<file path="src/rtl/ctrl_pkg.sv">
// Shared types, opcode constants and decode helpers for the multi-cycle sequencer.
package ctrl_pkg;

    typedef enum logic [2:0] {
        ST_FETCH  = 3'd0,
        ST_DECODE = 3'd1,
        ST_EXEC   = 3'd2,
        ST_MEM    = 3'd3,
        ST_WB     = 3'd4,
        ST_TRAP   = 3'd5
    } state_t;

    localparam logic [6:0] OP_R   = 7'b0110011;
    localparam logic [6:0] OP_I   = 7'b0010011;
    localparam logic [6:0] OP_LD  = 7'b0000011;
    localparam logic [6:0] OP_SD  = 7'b0100011;
    localparam logic [6:0] OP_BEQ = 7'b1100011;

    typedef enum logic [2:0] {
        CLS_R   = 3'd0,
        CLS_I   = 3'd1,
        CLS_LD  = 3'd2,
        CLS_SD  = 3'd3,
        CLS_BEQ = 3'd4,
        CLS_ILL = 3'd5
    } cls_t;

    localparam logic [1:0] ALU_OP_ADD   = 2'b00;
    localparam logic [1:0] ALU_OP_SUB   = 2'b01;
    localparam logic [1:0] ALU_OP_RTYPE = 2'b10;
    localparam logic [1:0] ALU_OP_ITYPE = 2'b11;

    localparam logic [1:0] TRAP_NONE    = 2'b00;
    localparam logic [1:0] TRAP_ILLEGAL = 2'b01;
    localparam logic [1:0] TRAP_IMEM    = 2'b10;
    localparam logic [1:0] TRAP_DMEM    = 2'b11;

    // Map a raw opcode onto its instruction class; anything unknown is illegal.
    function automatic cls_t decode_class(input logic [6:0] op);
        case (op)
            OP_R:    return CLS_R;
            OP_I:    return CLS_I;
            OP_LD:   return CLS_LD;
            OP_SD:   return CLS_SD;
            OP_BEQ:  return CLS_BEQ;
            default: return CLS_ILL;
        endcase
    endfunction

    // ALU operation code driven while a class is in EXEC/MEM/WB.
    function automatic logic [1:0] alu_op_for(input cls_t c);
        case (c)
            CLS_R:   return ALU_OP_RTYPE;
            CLS_I:   return ALU_OP_ITYPE;
            CLS_BEQ: return ALU_OP_SUB;
            default: return ALU_OP_ADD;
        endcase
    endfunction

    // Second ALU operand: register for R/BEQ, immediate for everything else.
    function automatic logic alu_src_for(input cls_t c);
        return !(c == CLS_R || c == CLS_BEQ);
    endfunction

endpackage

</file>
<file path="src/rtl/ctrl_timeout_cnt.sv">
// Memory-wait watchdog: counts stalled cycles and flags the one that would reach the limit.
module ctrl_timeout_cnt
    import ctrl_pkg::*;
#(
    parameter int MEM_TIMEOUT = 16
) (
    input  logic clk_i,
    input  logic rst_i,
    input  logic clr_i,
    input  logic en_i,
    output logic expired_o
);

    localparam int W = $clog2(MEM_TIMEOUT + 1);

    logic [W-1:0] cnt_q;

    // Count stalled cycles; cleared whenever the sequencer changes state.
    always_ff @(posedge clk_i) begin
        if (rst_i || clr_i) begin
            cnt_q <= '0;
        end else if (en_i) begin
            cnt_q <= cnt_q + W'(1);
        end
    end

    // The stalled cycle that would bring the count to MEM_TIMEOUT is the expiring one.
    assign expired_o = en_i && (cnt_q == W'(MEM_TIMEOUT - 1));

endmodule

</file>
<file path="src/rtl/multicycle_ctrl.sv">
// Multi-cycle RV64 sequencer: FETCH/DECODE/EXEC/MEM/WB with memory timeout and sticky trap.
module multicycle_ctrl
    import ctrl_pkg::*;
#(
    parameter int MEM_TIMEOUT = 16,
    parameter int CNT_W       = 32
) (
    input  logic             clk_i,
    input  logic             rst_i,
    input  logic [6:0]       opcode_i,
    input  logic             zero_i,
    input  logic             imem_ready_i,
    input  logic             dmem_ready_i,
    output logic             imem_req_o,
    output logic             ir_we_o,
    output logic             pc_we_o,
    output logic             pc_src_o,
    output logic             reg_write_o,
    output logic             alu_src_o,
    output logic [1:0]       alu_op_o,
    output logic             mem_read_o,
    output logic             mem_write_o,
    output logic             mem_to_reg_o,
    output logic             trap_o,
    output logic [1:0]       trap_cause_o,
    output logic [CNT_W-1:0] instret_o
);

    state_t           state_q, state_d;
    cls_t             cls_q;
    logic [1:0]       cause_q, cause_d;
    logic [CNT_W-1:0] instret_q;
    logic             retire;
    logic             tmo_en;
    logic             tmo_clr;
    logic             tmo_expired;

    ctrl_timeout_cnt #(
        .MEM_TIMEOUT (MEM_TIMEOUT)
    ) u_tmo (
        .clk_i     (clk_i),
        .rst_i     (rst_i),
        .clr_i     (tmo_clr),
        .en_i      (tmo_en),
        .expired_o (tmo_expired)
    );

    // Any state change (entry to FETCH/MEM included) restarts the wait count.
    assign tmo_clr = (state_d != state_q);

    // State, class, trap cause and retire counter registers.
    always_ff @(posedge clk_i) begin
        if (rst_i) begin
            state_q   <= ST_FETCH;
            cls_q     <= CLS_R;
            cause_q   <= TRAP_NONE;
            instret_q <= '0;
        end else begin
            state_q <= state_d;
            cause_q <= cause_d;
            if (state_q == ST_DECODE) begin
                cls_q <= decode_class(opcode_i);
            end
            if (retire) begin
                instret_q <= instret_q + CNT_W'(1);
            end
        end
    end

    // Next-state and output decode; reset forces every output low.
    always_comb begin
        state_d      = state_q;
        cause_d      = cause_q;
        retire       = 1'b0;
        tmo_en       = 1'b0;
        imem_req_o   = 1'b0;
        ir_we_o      = 1'b0;
        pc_we_o      = 1'b0;
        pc_src_o     = 1'b0;
        reg_write_o  = 1'b0;
        alu_src_o    = 1'b0;
        alu_op_o     = ALU_OP_ADD;
        mem_read_o   = 1'b0;
        mem_write_o  = 1'b0;
        mem_to_reg_o = 1'b0;
        trap_o       = 1'b0;

        case (state_q)
            ST_FETCH: begin
                tmo_en = !imem_ready_i;
                if (imem_ready_i) begin
                    imem_req_o = 1'b1;
                    ir_we_o    = 1'b1;
                    pc_we_o    = 1'b1;
                    state_d    = ST_DECODE;
                end else if (tmo_expired) begin
                    state_d = ST_TRAP;
                    cause_d = TRAP_IMEM;
                end else begin
                    imem_req_o = 1'b1;
                end
            end
            ST_DECODE: begin
                if (decode_class(opcode_i) == CLS_ILL) begin
                    state_d = ST_TRAP;
                    cause_d = TRAP_ILLEGAL;
                end else begin
                    state_d = ST_EXEC;
                end
            end
            ST_EXEC: begin
                alu_src_o = alu_src_for(cls_q);
                alu_op_o  = alu_op_for(cls_q);
                case (cls_q)
                    CLS_BEQ: begin
                        pc_we_o  = zero_i;
                        pc_src_o = zero_i;
                        state_d  = ST_FETCH;
                        retire   = 1'b1;
                    end
                    CLS_R, CLS_I:   state_d = ST_WB;
                    CLS_LD, CLS_SD: state_d = ST_MEM;
                    default: begin
                        state_d = ST_TRAP;
                        cause_d = TRAP_ILLEGAL;
                    end
                endcase
            end
            ST_MEM: begin
                alu_src_o = alu_src_for(cls_q);
                alu_op_o  = alu_op_for(cls_q);
                tmo_en    = !dmem_ready_i;
                if (dmem_ready_i || !tmo_expired) begin
                    mem_read_o  = (cls_q == CLS_LD);
                    mem_write_o = (cls_q == CLS_SD);
                end
                if (dmem_ready_i) begin
                    if (cls_q == CLS_LD) begin
                        state_d = ST_WB;
                    end else begin
                        state_d = ST_FETCH;
                        retire  = 1'b1;
                    end
                end else if (tmo_expired) begin
                    state_d = ST_TRAP;
                    cause_d = TRAP_DMEM;
                end
            end
            ST_WB: begin
                alu_src_o    = alu_src_for(cls_q);
                alu_op_o     = alu_op_for(cls_q);
                reg_write_o  = 1'b1;
                mem_to_reg_o = (cls_q == CLS_LD);
                state_d      = ST_FETCH;
                retire       = 1'b1;
            end
            ST_TRAP: begin
                trap_o = 1'b1;
            end
            default: begin
                state_d = ST_FETCH;
            end
        endcase

        if (rst_i) begin
            imem_req_o   = 1'b0;
            ir_we_o      = 1'b0;
            pc_we_o      = 1'b0;
            pc_src_o     = 1'b0;
            reg_write_o  = 1'b0;
            alu_src_o    = 1'b0;
            alu_op_o     = ALU_OP_ADD;
            mem_read_o   = 1'b0;
            mem_write_o  = 1'b0;
            mem_to_reg_o = 1'b0;
            trap_o       = 1'b0;
        end
    end

    assign trap_cause_o = cause_q;
    assign instret_o    = instret_q;

endmodule

</file>
<file path="config.mk">
export PLATFORM = sky130hd
export DESIGN_NAME = multicycle_ctrl
export DESIGN_NICKNAME = d
export VERILOG_FILES = /design/src/rtl/ctrl_pkg.sv /design/src/rtl/ctrl_timeout_cnt.sv /design/src/rtl/multicycle_ctrl.sv
export SDC_FILE = /design/constraint.sdc
export NUM_CORES = 1
export LEC_CHECK = 0
export CAP_MARGIN = 10
export CORE_MARGIN = 2
export CORE_UTILIZATION = 35
export CTS_CLUSTER_SIZE = 8
export DETAILED_ROUTE_END_ITERATION = 6
export SETUP_SLACK_MARGIN = 0.02
export SLEW_MARGIN = 30
export SYNTH_ARGS = -nofsm -noshare
export SYNTH_HDL_FRONTEND = slang
export SYNTH_SLANG_ARGS = --single-unit
</file>
<file path="constraint.sdc">
create_clock -name clk_i -period 2.2 [get_ports clk_i]
set_input_delay 0.22 -clock clk_i [delete_from_list [all_inputs] [get_ports clk_i]]
set_output_delay 0.22 -clock clk_i [all_outputs]
set_load 0.01 [all_outputs]
</file>
; ---- Word-level counts from Yosys, hierarchy flattened
; Cells that the tools add are included.
[word_totals]
register_bits = 45
inputBits = 12
out_inout_bits = 46
elab_cells = 96
[classes]
addsub = 2
eq_ne = 23
muxes = 50
n_reduce_logical = 16
[ops]
columns = op, count
row1 = $add 32x1->32 const B, 1
row2 = $pmux 3 s5, 2
row3 = $mux 1, 28
row4 = $mux 3, 6
row5 = $mux 2, 8
row6 = $eq 7x6->1 const B, 2
row7 = $eq 3x2->1 const B, 4
row8 = $eq 3x3->1 const B, 4
row9 = $ne 2x2->1 const B, 5
row10 = $pmux 3 s3, 1
row11 = $pmux 2 s4, 1
row12 = $eq 7x2->1 const B, 1
row13 = $eq 7x5->1 const B, 1
row14 = $eq 7x7->1 const B, 1
row15 = $reduce_and 7->1, 1
row16 = $eq 3x1->1 const B, 2
row17 = $logic_not 3->1, 2
row18 = $pmux 2 s3, 1
row19 = $add 5x1->5 const B, 1
row20 = $eq 5x4->1 const B, 1
row21 = $reduce_or 5->1, 1
row22 = $logic_not 1->1, 4
row23 = $pmux 1 s2, 2
row24 = $reduce_bool 4->1, 1
row25 = other kinds (7), 10

; ---- Logic depth before layout (Yosys ltp)
; Gate-level depths: netlist (run 1).
[logic_depth]
word_depth = 8
depth_mapped = 8
ltp_nobuf = 8

; ---- Cells and area by module
; Synthesis (run 1) repeated with hierarchy kept, for this count alone.
[unflattened]
cells_unflattened = 312
area_unflattened_um2 = 2606.2
[by_module_without_submodules]
columns = mod, instances, cells_per_inst, area_each_um2, seq_area_each_um2
row1 = multicycle_ctrl, 1, 287, 2333.5, 800.8
row2 = ctrl_timeout_cnt, 1, 25, 272.8, 100.1

; ---- Worst setup path before layout (run 1)
; Ideal clock, no wire load.
[synth_timing]
kind = register to register
startpoint = reg u_tmo.cnt_q[0]
endpoint = reg u_tmo.cnt_q[4]
setup_ns = 0.066
t_arrival_ns = 1.946
required_time_ns = 2.134
slack_ns = 0.188
path_stages_with_launch = 9
n_path_buf = 0
period_less_slack_ns = 2.012
cell_sequence = dfxtp_1 > ha_1 > and3_1 > ha_1 > nor3b_1 > o21ai_0 > a2111oi_2 > o211ai_1 > nor2_1
[synth_via]
elab_chain_cells = 7
word_cells_on_any_way = 9
cone_classes = add/sub: 1 / eq/ne: 2 / mux: 4 / reduce/logical: 2
[synth_rtl]
columns = item, line_no
row1 = "start, declared", ctrl_timeout_cnt.sv:16  ; logic [W-1:0] cnt_q;
row2 = "start signal, assigned", ctrl_timeout_cnt.sv:23  ; cnt_q <= cnt_q + W'(1);
row3 = $eq 5x4->1, ctrl_timeout_cnt.sv:28  ; assign expired_o = en_i && (cnt_q == W'(MEM_TIMEOUT - 1));
row4 = $logic_and 1x1->1, ctrl_timeout_cnt.sv:28
row5 = $mux 3, "multicycle_ctrl.sv:96, multicycle_ctrl.sv:144"
row6 = $mux 3 (on tied branches), "multicycle_ctrl.sv:137, multicycle_ctrl.sv:91"
row7 = $pmux 3 s5, multicycle_ctrl.sv:88  ; case (state_q)
row8 = $ne 3x3->1, multicycle_ctrl.sv:49  ; assign tmo_clr = (state_d != state_q);
row9 = $logic_or 1x1->1, ctrl_timeout_cnt.sv:20  ; if (rst_i || clr_i) begin
; Parallel ways exist; a longest one is shown, timed or not.
; A chain may end at the register's enable or synchronous reset.

; ---- Worst setup path after layout (run 1)
[layout_timing]
startpoint = reg state_q[1]
endpoint = out alu_op_o[0]
[layout_via]
elab_chain_cells = 4
word_cells_on_any_way = 6
cone_classes = eq/ne: 3 / mux: 2 / reduce/logical: 1
[layout_rtl]
columns = item, line_no
row1 = "start, declared", multicycle_ctrl.sv:29  ; state_t state_q, state_d;
row2 = "start signal, assigned", multicycle_ctrl.sv:59  ; state_q <= state_d;
row3 = $eq 3x3->1 / $eq 3x2->1 (equally long branches), multicycle_ctrl.sv:88
row4 = $reduce_or 3->1 (no line) (*), n/a
row5 = $mux 2 (*), n/a
row6 = $mux 2 (*), multicycle_ctrl.sv:165  ; if (rst_i) begin
row7 = "end, declared", multicycle_ctrl.sv:20  ; output logic [1:0] alu_op_o,
; Every way passes the cells marked *; elsewhere a longest branch is shown, timed or not.

==> qor.yml, run 1 <==
status: "finished, final reports clean"
layout.nets: 397
rsz0062_at_grt: "no"
path_clk_slew_ns: 0.09
synthDistinctLibCells: 53
setup_viol: 0
viasPerCell: 5.21
rows: 31
die_w_um: 90.1
postRouteWirelength_mm: 6.60
required_ns: 1.98
cts.sinks: 45
max_freq_mhz: 478
cts_tree: "built"
portBuffers: 57
ir_drop_mv: 0.176
layout-drive-gt1-share_pct: 14.4
async_flop_share_pct: 0
fin_skew_ns: 0.00683
period_minus_slack_ns: 2.09
via_count: 2509
leakage_nw: 1.19
worst_slack_ns: 0.108
syn_inst: 313
die_y_um: 90.1
ant_nets: 0
syn_area_mm2: 0.00260
slew_violations: 0
insertedDiodeCount: 0
drt_first_iter_violations: 129
setup_tns_ns: 0
yosys_register_bits: 45
worstMarginPinSlew_ns: 0.558
cap_violations: 0
finalCritPeriodShare_pct: 95.1
grt_pass1_wl_mm: 11.2
hold_viol: 0
drc_errors: 0
stdcell_area_mm2: 0.00351
arrival_ns: 1.87
hold_class: "flop to flop"
end_kind: "primary output"
utilization_pct: 48.7
cts.path.max_buffers: 2
cp_max_fo: 8
start_util_pct: 36.0
fp.dieArea_mm2: 0.00812
synth-edff-count: 0
cts_root_buffer: "clkbuf_8"
startpoint_type: "flop"
wl_per_cell_um: 13.7
drt_first_pass_iters: 5
synth_ff_type: "dfxtp_1"
r2r_slack_ns: 0.14
gr-total-overflow: 0
insertion_delay_ns: 0.31
grt_max_degree: 29
power_mw: 1.63
grt_antenna_before_repair: 0
slew-limit-headroom_pct: 62.6
syn_nets: 328
place_area_mm2: 0.00333
synth_area_per_cell_um2: 8.29
io_pins: 58
cts_hold_buf: 0
syn_to_final_growth_pct: 35.2
core-area_mm2: 0.00721
grt_usage_pct: 16.5
grt_pass1_vias: 2393
pre_cts_slack_ns: -0.0510
yosysSeqAreaShare_pct: 34.7
path_class: "flop to primary output"
synth_warnings: 0
htreeDepth: 2
power-per-cell-area_mw_per_mm2: 464
place_hpwl_mm: 4.85
cts_buffers: 5
gp_congestion: 0.835
-- through the flow --
step,hold WS [ns],instances
2_1_floorplan,0.396,313
3_3_place_gp,0.466,470
3_5_place_dp,0.473,470
4_1_cts,0.489,482
5_1_grt,0.523,482
6_report,0.483,482
-- area by class of cell --
cell class              instances  area (um^2)
well taps                      99          124
clock buffers                   5         68.8
repair buffers                 82          764
clock inverters                 3         28.8
flip-flops and latches         45          910
multi-input cells             241         1590
inverters                       7         26.3
fillers                       735         3700
-- layout by cell type, fill, tap and decap left out, types with 6 or more instances in the layout --
master / Yosys / routed
inv_1: 7 / 7
nand3_1: 8 / 8
clkdlybuf4s50_1: 0 / 52
o21ai_0: 15 / 14
nor2b_1: 6 / 6
or3_1: 11 / 11
xnor2_1: 7 / 7
a21oi_1: 20 / 18
nor3_1: 8 / 8
a211oi_1: 9 / 8
nor2_1: 36 / 35
o2111ai_1: 8 / 8
xor2_1: 19 / 19
nand2_1: 26 / 26
buf_4: 0 / 24
nor4_1: 7 / 6
dfxtp_1: 45 / 42
-- worst paths after layout --
path	from	endpoint	cells past startpoint
worst min-delay path	trap_cause_o[0]	trap_cause_o[0]	2
worst max register to register	u_tmo.cnt_q[0]	u_tmo.cnt_q[4]	8
worst min register to register	trap_cause_o[0]	trap_cause_o[0]	2
worst max-delay path	state_q[1]	alu_op_o[0]	4
-- repair_timing --
action	in CTS	in global routing
buffers inserted	4	0
endpoints found under the setup margin	12	9
resized for setup	12	11
pin swaps	0	2
-- cells by family (layout without fill, tap and decap cells) --
logic type,after synthesis,count (layout),share of synthesized area (%)
XOR/XNOR,26,26,8.77
flip-flops,45,45,34.7
AND/OR/NAND/NOR,136,136,28.8
buffers and inverters,27,97,5.88
multiplexers,2,2,0.771
AO/OA/AOI/OAI,74,74,19.6
adder cells (fa/ha/maj),3,3,1.45
-- worst max-delay path, cell delays in order, from the launching register on --
cell	delay, ns
dfxtp_4	0.42
nor2b_4	0.24
a21oi_1	0.10
nor4_1	0.23
clkdlybuf4s50_1	0.58
-- flip-flops by register name, indices dropped and copies added, names as in the netlist --
signal and count:
instret_o 32, u_tmo.cnt_q 5, cls_q 3, state_q 3, trap_cause_o 2
-- power breakdown --
part	switching [mW]	total, mW	internal, mW	leakage [nW]
Combinational	0.117	0.224	0.107	0.777
Clock	0.324	0.564	0.240	0.0511
Sequential	0.0170	0.843	0.826	0.365
Total	0.458	1.63	1.17	1.19
-- per-layer routing --
metal  global-route usage [%]  vias up  share of wire (%)
met5                        0        -                  0
met4                     5.64        0                1.5
met3                     4.11       10                4.9
met2                     24.7       62                 43
met1                     23.0     1155                 51
li1                         -     1282                  -
-- cells in the mapped netlist, types with 2 or more instances --
master | number | area share [%]
nand3_1 | 8 | 1.5
a31oi_1 | 2 | 0.48
nand2b_1 | 3 | 0.72
xor2_1 | 19 | 6.4
buf_2 | 5 | 0.96
a211oi_1 | 9 | 2.6
and3_1 | 5 | 1.2
dfxtp_1 | 45 | 35
nor2_1 | 36 | 5.2
nand2_1 | 26 | 3.8
nand4_1 | 5 | 1.2
buf_6 | 6 | 2.6
o2111ai_1 | 8 | 2.7
nor2b_1 | 6 | 1.4
ha_1 | 3 | 1.4
o21ai_1 | 2 | 0.39
clkbuf_1 | 9 | 1.3
o21ai_0 | 15 | 2.9
xnor2_1 | 7 | 2.4
or3_1 | 11 | 2.7
and4_1 | 4 | 1.3
nor3b_1 | 3 | 0.87
inv_1 | 7 | 1.0
mux2i_1 | 2 | 0.77
nor3_1 | 8 | 1.5
a21oi_1 | 20 | 3.9
o211ai_1 | 5 | 1.4
a2111oi_0 | 2 | 0.67
nor4_1 | 7 | 1.7
or4_1 | 2 | 0.58
Power figures use the tool's default switching activity.
==> run 2, diff against run 1 <==
SLEW_MARGIN = 25   (was 30)
==> results of run 2 <==
Same layout as run 1: the final DEF is identical, and so are final timing and power.
